## config.mk

```make
export PLATFORM = sky130hd
export DESIGN_NAME = quad_step_gen
export DESIGN_NICKNAME = d
export VERILOG_FILES = /design/src/rtl/quad_step_gen.sv
export SDC_FILE = /design/constraint.sdc
export NUM_CORES = 1
export LEC_CHECK = 0
export CAP_MARGIN = 20
export CORE_UTILIZATION = 54
export DETAILED_ROUTE_END_ITERATION = 16
export HOLD_SLACK_MARGIN = 0.15
export PLACE_DENSITY = 0.87
export SLEW_MARGIN = 40
export SYNTH_ARGS = -nofsm -noshare
export SYNTH_HDL_FRONTEND = slang
export SYNTH_SLANG_ARGS = --single-unit
```

## constraint.sdc

```tcl
create_clock -name clk -period 3.9 [get_ports clk]
set_input_delay 0.78 -clock clk [delete_from_list [all_inputs] [get_ports clk]]
set_output_delay 0.78 -clock clk [all_outputs]
set_load 0.02 [all_outputs]
```

## src/rtl/quad_step_gen.sv

```systemverilog
// Quadrature step generator: turns add/sub step requests into detent-style
// A/B waveforms, buffering bursts in a saturating signed pending counter.
module quad_step_gen #(
    parameter int PHASE_CYCLES = 4,
    parameter int CNT_W        = 4
) (
    input  logic             clk,
    input  logic             rst,
    input  logic             add,
    input  logic             sub,
    output logic             A,
    output logic             B,
    output logic             busy,
    output logic [CNT_W-1:0] pending,
    output logic             ovf
);

    localparam int PH_W  = (PHASE_CYCLES > 1) ? $clog2(PHASE_CYCLES) : 1;
    localparam int SUM_W = CNT_W + 2;
    localparam int MAXV  = (2 ** (CNT_W - 1)) - 1;

    localparam logic [PH_W-1:0]         PH_LAST = PH_W'(PHASE_CYCLES - 1);
    localparam logic signed [SUM_W-1:0] LIM_POS = SUM_W'(MAXV);
    localparam logic signed [SUM_W-1:0] LIM_NEG = -SUM_W'(MAXV);

    typedef enum logic [2:0] {
        IDLE = 3'd0,
        PH1  = 3'd1,
        PH2  = 3'd2,
        PH3  = 3'd3,
        PH4  = 3'd4
    } state_t;

    state_t                    r_state;
    state_t                    w_state_next;
    logic [PH_W-1:0]           r_phase_cnt;
    logic [PH_W-1:0]           w_phase_cnt_next;
    logic                      r_dir;          // 1 = add, 0 = sub
    logic                      w_dir_next;
    logic signed [CNT_W-1:0]   r_pending;
    logic signed [CNT_W-1:0]   w_pending_next;
    logic                      r_ovf;
    logic                      w_ovf_next;
    logic                      r_a;
    logic                      r_b;
    logic                      w_a_next;
    logic                      w_b_next;

    logic                      w_phase_done;
    logic                      w_pend_nz;
    logic                      w_pend_pos;
    logic                      w_start;
    logic signed [SUM_W-1:0]   w_pend_ext;
    logic signed [SUM_W-1:0]   w_req;
    logic signed [SUM_W-1:0]   w_cons;
    logic signed [SUM_W-1:0]   w_sum;
    logic signed [SUM_W-1:0]   w_kept;

    assign w_phase_done = (r_phase_cnt == PH_LAST);
    assign w_pend_nz    = (r_pending != '0);
    assign w_pend_pos   = w_pend_nz && !r_pending[CNT_W-1];
    assign w_pend_ext   = {{2{r_pending[CNT_W-1]}}, r_pending};

    // Next-state logic for the phase sequencer.
    always_comb begin
        w_state_next     = r_state;
        w_phase_cnt_next = r_phase_cnt;
        w_dir_next       = r_dir;
        w_start          = 1'b0;

        case (r_state)
            IDLE: begin
                w_phase_cnt_next = '0;
                if (w_pend_nz) begin
                    w_start = 1'b1;
                end
            end
            PH1, PH2, PH3: begin
                if (w_phase_done) begin
                    w_phase_cnt_next = '0;
                    case (r_state)
                        PH1:     w_state_next = PH2;
                        PH2:     w_state_next = PH3;
                        default: w_state_next = PH4;
                    endcase
                end else begin
                    w_phase_cnt_next = r_phase_cnt + 1'b1;
                end
            end
            PH4: begin
                if (w_phase_done) begin
                    w_phase_cnt_next = '0;
                    if (w_pend_nz) begin
                        w_start = 1'b1;
                    end else begin
                        w_state_next = IDLE;
                    end
                end else begin
                    w_phase_cnt_next = r_phase_cnt + 1'b1;
                end
            end
            default: begin
                w_state_next     = IDLE;
                w_phase_cnt_next = '0;
            end
        endcase

        if (w_start) begin
            w_state_next     = PH1;
            w_phase_cnt_next = '0;
            w_dir_next       = w_pend_pos;
        end
    end

    // Pending queue: a request that would overshoot a limit is dropped, but
    // the consume of a starting step still applies.
    always_comb begin
        w_req = '0;
        if (add && !sub) begin
            w_req = SUM_W'(1);
        end else if (sub && !add) begin
            w_req = -SUM_W'(1);
        end

        w_cons = '0;
        if (w_start) begin
            w_cons = w_pend_pos ? SUM_W'(1) : -SUM_W'(1);
        end

        w_kept     = w_pend_ext - w_cons;
        w_sum      = w_kept + w_req;
        w_ovf_next = 1'b0;
        w_pending_next = w_sum[CNT_W-1:0];
        if ((w_sum > LIM_POS) || (w_sum < LIM_NEG)) begin
            w_ovf_next     = 1'b1;
            w_pending_next = w_kept[CNT_W-1:0];
        end
    end

    // A/B follow the state being entered so the outputs stay registered.
    always_comb begin
        w_a_next = 1'b1;
        w_b_next = 1'b1;
        case (w_state_next)
            PH1: begin
                w_a_next = w_dir_next;
                w_b_next = !w_dir_next;
            end
            PH2: begin
                w_a_next = 1'b0;
                w_b_next = 1'b0;
            end
            PH3: begin
                w_a_next = !w_dir_next;
                w_b_next = w_dir_next;
            end
            default: begin
                w_a_next = 1'b1;
                w_b_next = 1'b1;
            end
        endcase
    end

    always_ff @(posedge clk) begin
        if (rst) begin
            r_state     <= IDLE;
            r_phase_cnt <= '0;
            r_dir       <= 1'b1;
            r_pending   <= '0;
            r_ovf       <= 1'b0;
            r_a         <= 1'b1;
            r_b         <= 1'b1;
        end else begin
            r_state     <= w_state_next;
            r_phase_cnt <= w_phase_cnt_next;
            r_dir       <= w_dir_next;
            r_pending   <= w_pending_next;
            r_ovf       <= w_ovf_next;
            r_a         <= w_a_next;
            r_b         <= w_b_next;
        end
    end

    assign A       = r_a;
    assign B       = r_b;
    assign busy    = (r_state != IDLE);
    assign pending = r_pending;
    assign ovf     = r_ovf;

endmodule

```

### Yosys cells after proc, flatten, opt, wreduce, memory -nomap -nowiden

Index checks and enable logic that the tools add are counted.

* input port bits: 4
* output and inout port bits: 8
* flip-flop bits (word level): 13

* magnitude comparators: 2
* reduce and logical (&&, ||, !) cells: 14
* multiplexer cells: 18
* bitwise operators: 1
* eq/ne operators: 8
* add/subtract/negate cells: 3

Operators by type and width (number)
* 6-bit two-way mux: 4
* 3-bit by 2-bit == test with 1-bit output (second input constant): 4
* 3-bit two-way mux: 4
* 3-bit case mux with 3 select lines: 1
* 4-bit OR reduction: 2
* 6-bit adder: 1
* 3-bit by 1-bit == test with 1-bit output (second input constant): 2
* 6-bit by 4-bit > comparator with 1-bit output (second input constant): 1
* 6-bit by 4-bit < comparator with 1-bit output (second input constant): 1
* 1-bit case mux with 3 select lines: 2
* 3-bit case mux with 2 select lines: 1
* 4-bit by 6-bit subtractor with 6-bit output: 1
* 1-bit zero test: 4
* 1-bit two-way mux: 4
* 4-bit two-way mux: 1
* 4-bit nonzero test: 1
* 3-bit == test (second input constant): 1
* 1-bit logical AND: 3
* 3-bit zero test: 1
* 3-bit nonzero test: 1
* 3-bit OR reduction: 1
* 2-bit by 1-bit adder with 2-bit output (second input constant): 1
* 2-bit == test (second input constant): 1
* 1-bit case mux with 2 select lines: 1
* other kinds (2): 2

### Depth between registers and ports, before layout

Gate-level depths: netlist of run 1.

* depth after elaboration: 10
* depth in mapped cells: 18
* gate-level depth less buffers: 18

### Worst setup path after synthesis of run 1

No wires, ideal clock.

* path kind: register -> register
* start: register r_phase_cnt[0]
* end: register r_pending[0] (netlist: pending[0])
* setup time: 0.128 ns
* slack: 0.578 ns
* data arrival time: 3.194 ns
* cell stages (with the launch flop): 19
* buffers on the path: 0
* clock period less this slack: 3.322 ns
* required time: 3.772 ns
* cells stage by stage: dfxtp_1 > ha_1 > nor2b_1 > nor2_1 > nand2_1 > inv_1 > nand2_1 > ha_1 > a21oi_1 > nand2_1 > xor2_1 > ha_1 > o21ai_0 > o21ai_0 > a21oi_1 > xnor2_1 > mux2_4 > mux2i_1 > nor2_1

* cells in the longest elaborated chain, start to end: 9
* elaborated cells between the ends (all ways): 10

RTL lines
* start, declared: RTL line 36 `logic [PH_W-1:0] r_phase_cnt;`
* start signal, assigned: RTL line 175 `r_phase_cnt <= w_phase_cnt_next;`
* 2-bit == test *: RTL line 59 `assign w_phase_done = (r_phase_cnt == PH_LAST);`
* 1-bit two-way mux *: RTL line 91 `if (w_phase_done) begin`
* 1-bit case mux with 2 select lines *: RTL line 71 `case (r_state)`
* 6-bit two-way mux *: RTL line 126 `if (w_start) begin`
* 4-bit by 6-bit subtractor with 6-bit output *: RTL line 130 `w_kept = w_pend_ext - w_cons;`
* 6-bit adder: RTL line 131 `w_sum = w_kept + w_req;`
* 6-bit by 4-bit > comparator with 1-bit output or 6-bit by 4-bit < comparator with 1-bit output (tied branches): RTL line 134 `if ((w_sum > LIM_POS) || (w_sum < LIM_NEG)) begin`
* 1-bit logical OR: RTL line 134
* 4-bit two-way mux *: RTL line 134
* end signal, assigned: RTL line 177 `r_pending <= w_pending_next;`
* end, declared: RTL line 40 `logic signed [CNT_W-1:0] r_pending;`

Every way passes the cells marked *; elsewhere a longest branch is shown, timed or not.
A chain may end at the register's enable or synchronous reset.

### Worst setup path after layout of run 1

* start: register r_phase_cnt[0]
* end: register r_pending[2] (netlist: pending[2])

Same word-level chain as after synthesis.

==> results.ini, run 1 <==
[logic_synthesis]
yosysSeqAreaShare_pct = 26.4
synth_cells = 121
yosysUniqueCellTypes = 31
async_flop_share_pct = 0
syn_area_um2 = 985
ys_ff_latch = 13
synth_top_area_share_pct = 26.4
synthFlopType = dfxtp_1
synth-edff-count = 0
synth.area.top_cells = dfxtp_1, ha_1, a21oi_1
syn_area_per_cell_um2 = 8.14
synth_top_area_cell = dfxtp_1
yosys_warnings = 0
synth_nets = 139

[global_routing]
overflow = 0
first_global_vias = 795
grt_max_degree = 13
antenna_found_initial = 0
grt_first_pass_wirelength_um = 3350
grt_use_total_pct = 23.4

[timing]
tightest_slew_ns = 0.429
slew_headroom_pct = 71.3
fmax_ghz = 0.275
setup_viol = 0
final-hold-violation-count = 0
timing.setup.tns_ns = 0
report.final.slew_viol_count = 0
skew_ns = 0.00395
period_needed_ns = 3.63
post-route-period-util_pct = 93.1

[floorplanning]
placementRows = 15
die_y_um = 44.7
die_w_um = 44.7
core-area_um2 = 1730
floorplan.initialDensity_pct = 57.0
ios = 12
die_area_um2 = 2000

[placed_design]
portBuffers = 11
gp_congestion = 0.787
dp_hpwl_um = 1530

[finish]
n_antenna_cell = 0
area_growth_pct = 19.9
drive_above_1_share_pct = 10.5
nets = 152
fillers = 151

[detailed_routing]
dr.pass1.iters = 4
antenna_left = 0
vias = 856
wl_um = 2040
drt_iter0_drc = 21
viasPerCell = 5.42
wl_per_cell_um = 12.9
drc = 0

[setup_path]
crit_fanout = 7
critPathCapture = pending[2]
cp-startpoint = r_phase_cnt[0]
start_kind = flip-flop
critPathMaxStageDelay_ns = 0.56
reg2reg_depth = 16
crit_type = reg2reg
path_common_cell = inv_1
crit_arrival_ns = 3.79
r2r_start = r_phase_cnt[0]
worst_r2r_endpoint = pending[2]
cp-end-kind = flip-flop
path_cells = ha_2, nor2b_1, nor2_1, nand2_1, inv_1, ha_1, inv_1, fa_1, inv_1, fa_1, xnor2_1, nor3b_1, nor4_2, mux2_4, mux2i_1, nor2_1
ff2ff_setup_slack_ns = 0.27
cpMaxStageDelayCell = fa_1
cp.required_ns = 4.06

[cts]
cts_sinks = 13
cts_buffer_depth = 2
cts_tree = yes
postCtsSetupRepairBufs = 0
path_clk_slew_ns = 0.07
cts_buffers = 3
cts_root_buf = clkbuf_4
htree_levels = 1
clkLatencyLatePin_ns = 0.28

[status]
status = finished, final reports clean

[worst_hold_path]
hold_class = reg2reg
min_from = r_phase_cnt[0]

[run]
drv_cap = 0

==> worst max-delay path: cells and delay by family (launching register included) <==
family / cells / cell delay, ns
muxes: 2 / 0.44
xor gates and xnor gates: 1 / 0.23
DFF: 1 / 0.34
buffers and inverters: 3 / 0.26
adders and majority gates: 4 / 1.40
and+or+nand+nor: 6 / 0.83
==> placed cells by master, fill, tap and decap left out, types with 3 or more instances in the layout <==
cell / instances
a21oi_1: 10
clkbuf_4: 3
clkdlybuf4s50_1: 11
dfxtp_1: 13
ha_1: 10
inv_1: 12
nand2_1: 6
nand2b_1: 3
nor2_1: 13
nor2b_1: 4
nor3b_1: 4
o21ai_0: 6
xnor2_1: 4
==> layer usage <==
layer	GRT usage [%]	routed length, um	vias up	part of all wire (%)
met5	0	0	-	0
met4	9.09	51	0	2.5
met3	8.40	89	8	4.4
met2	38.8	995	24	49
met1	27.5	901	389	44
li1	-	-	435	-
==> cell families (layout without fill, tap and decap cells) <==
group                      Yosys count  in the layout  share of synthesized area, %
adders and majority gates           14             14                          19.3
DFF                                 13             13                          26.4
and+or+nand+nor                     41             41                          21.6
xor gates and xnor gates             7              7                          6.23
muxes                                3              3                          3.56
AOI/OAI and AO/OA                   28             28                          17.2
buffers and inverters               15             27                          5.72
==> Yosys cell counts, types with 2 or more instances <==
master    number
nor2b_1        4
o21ai_0        6
nand3b_1       2
a211oi_1       2
dfxtp_1       13
nor3b_1        5
inv_1         12
fa_1           2
a21oi_1       11
xnor2_1        4
clkbuf_1       3
nand2_1        7
xor2_1         3
nand3_1        2
ha_1          12
nor2_1        13
nor4_1         2
nand2b_1       3
mux2i_1        2
o21bai_1       2
==> registers in the layout, indices dropped and copies added (netlist names) <==
signal / cells
pending: 4
r_state: 3
r_phase_cnt: 2
A: 1
B: 1
ovf: 1
r_dir: 1
==> worst min-delay path by stage <==
stage	end	slack (ns)	depth (start not counted)
global placement	r_phase_cnt[0]	0.41	1
detailed placement	r_phase_cnt[0]	0.41	1
CTS	r_phase_cnt[0]	0.42	1
finish	r_phase_cnt[0]	0.43	1
global route	r_phase_cnt[0]	0.45	1
floorplan	r_phase_cnt[0]	0.40	1
==> metrics by stage <==
stage / area (um2) / setup WS [ns] / hold WS, ns / utilization, % / std cells
CTS: 1140 / 0.142 / 0.422 / 66.1 / 158
global placement: 1110 / 0.291 / 0.406 / 64.6 / 154
finish: 1180 / 0.270 / 0.428 / 68.4 / 158
detailed placement: 1110 / 0.177 / 0.410 / 64.6 / 154
global route: 1180 / -0.00694 / 0.447 / 68.4 / 158
floorplan: 985 / 0.578 / 0.399 / - / 121
==> repair_timing <==
item / CTS / global route
setup endpoints to repair: 0 / 4
gates resized for setup: 0 / 8
hold buffers: 0 / 0
==> final cells by class <==
class,count,area (um2),share of cell area (%)
well taps,25,31.3,2.65
flip-flops and latches,13,260,22.0
inverters,12,45.0,3.81
repair buffers,11,110,9.32
multi-input cells,93,708,60.0
clock buffers,4,26.3,2.22
Power of run 1 is left out: the tool's default activity adds up to more than one toggle a clock period on the data nets, which glitch-free logic cannot reach.
==> run 2: changes to the inputs <==
Settings changed: PLACE_DENSITY 0.87 to 0.74.
==> results.ini, run 2 (synthesis results as in run 1) <==
[placed_design]
portBuffers = 11
dp_cells = 154
dp_hpwl_um = 1480
gp_congestion = 0.794

[setup_path]
cp-startpoint = r_phase_cnt[0]
critPathMaxStageDelay_ns = 0.58
cpMaxStageDelayCell = fa_1
start_kind = flip-flop
crit_arrival_ns = 3.73
cp.required_ns = 4.05
r2r_start = r_phase_cnt[0]
critical_path_buf_inv_count = 3
crit_type = reg2reg
critPathTopFamily = adder cells
cp-end-kind = flip-flop
path_cells = ha_2, nor2b_1, nor2_1, nand2_1, inv_1, ha_1, inv_1, fa_1, inv_1, fa_1, nor2b_1, o21ai_1, a21boi_0, o21a_1, mux2_4, mux2i_1, nor2_1
path_common_cell = inv_1
crit_fanout = 7

[timing]
period_needed_ns = 3.58
fmax_ghz = 0.280
slew_headroom_pct = 70.0
final-hold-violation-count = 0
tightest_slew_ns = 0.448
report.final.slew_viol_count = 0
setup_viol = 0
skew_ns = 0.00530
timing.setup.tns_ns = 0
post-route-period-util_pct = 91.7
rsz0062_at_grt = false
holdWs_ns = 0.430

[finish]
mostFrequentLayoutCells = dfxtp_1, nor2_1, inv_1
drive_above_1_share_pct = 9.02
nets = 152
area_growth_pct = 18.2
n_antenna_cell = 0
final_util_pct = 67.4
largest_register_ffs = 4
final_cells = 158

[global_routing]
busiest_layer = met2
antenna_found_initial = 0
grt_first_pass_wirelength_um = 3190
grt_use_total_pct = 21.8
overflow = 0
gr-usage-met2_pct = 34.7
use_met3_pct = 4.80
first_global_vias = 746
use_met1_pct = 30.0
grt_max_degree = 13

[status]
status = finished, final reports clean

[detailed_routing]
wl_per_cell_um = 12.1
antenna_left = 0
drc = 0
viasPerCell = 5.21
dr.pass1.iters = 4
vias = 823
wl_um = 1920
drt_iter0_drc = 6

[cts]
path_clk_slew_ns = 0.07
cts_resized = 0
cts_buffer_depth = 2
cts_root_buf = clkbuf_4
hold_buffers = 0
cts_sinks = 13
clkLatencyLatePin_ns = 0.27
htree_levels = 1
cts_buffers = 3
postCtsSetupRepairBufs = 0
cts_tree = yes

[floorplanning]
floorplan.initialDensity_pct = 57.0
placementRows = 15
ios = 12
die_area_um2 = 2000
die_y_um = 44.7
die_w_um = 44.7
core-area_um2 = 1730

[run]
drv_cap = 0

[worst_hold_path]
hold_class = reg2reg
min_from = r_phase_cnt[0]

-- run 2: area by class of cell --
class                      count  area (um2)
sequential                    13         260
clock buffer                   4        26.3
tap                           25        31.3
inverter                      12        45.0
timing repair buffer          11         110
multi-input combinational     93         691
fill                         172         563
-- run 2: final timing paths --
check	end	slack, ns	cells after the start
min reg2reg	r_phase_cnt[0]	0.43	1
max	pending[0]	0.32	17
max reg2reg	pending[0]	0.32	17
min	r_phase_cnt[0]	0.43	1
-- run 2: stage by stage --
stage	area, um2	setup WS (ns)
finish	1160	0.323
global route	1160	0.00959
CTS	1140	0.187
detailed placement	1110	0.217
global placement	1110	0.301
floorplan	985	0.578
-- run 2: routing by layer --
layer / up-vias / share of wire, %
met4: 0 / 0.52
met2: 16 / 46
li1: 436 / -
met1: 369 / 50
met5: - / 0
met3: 2 / 3.1
Power of run 2 is left out for the same reason.
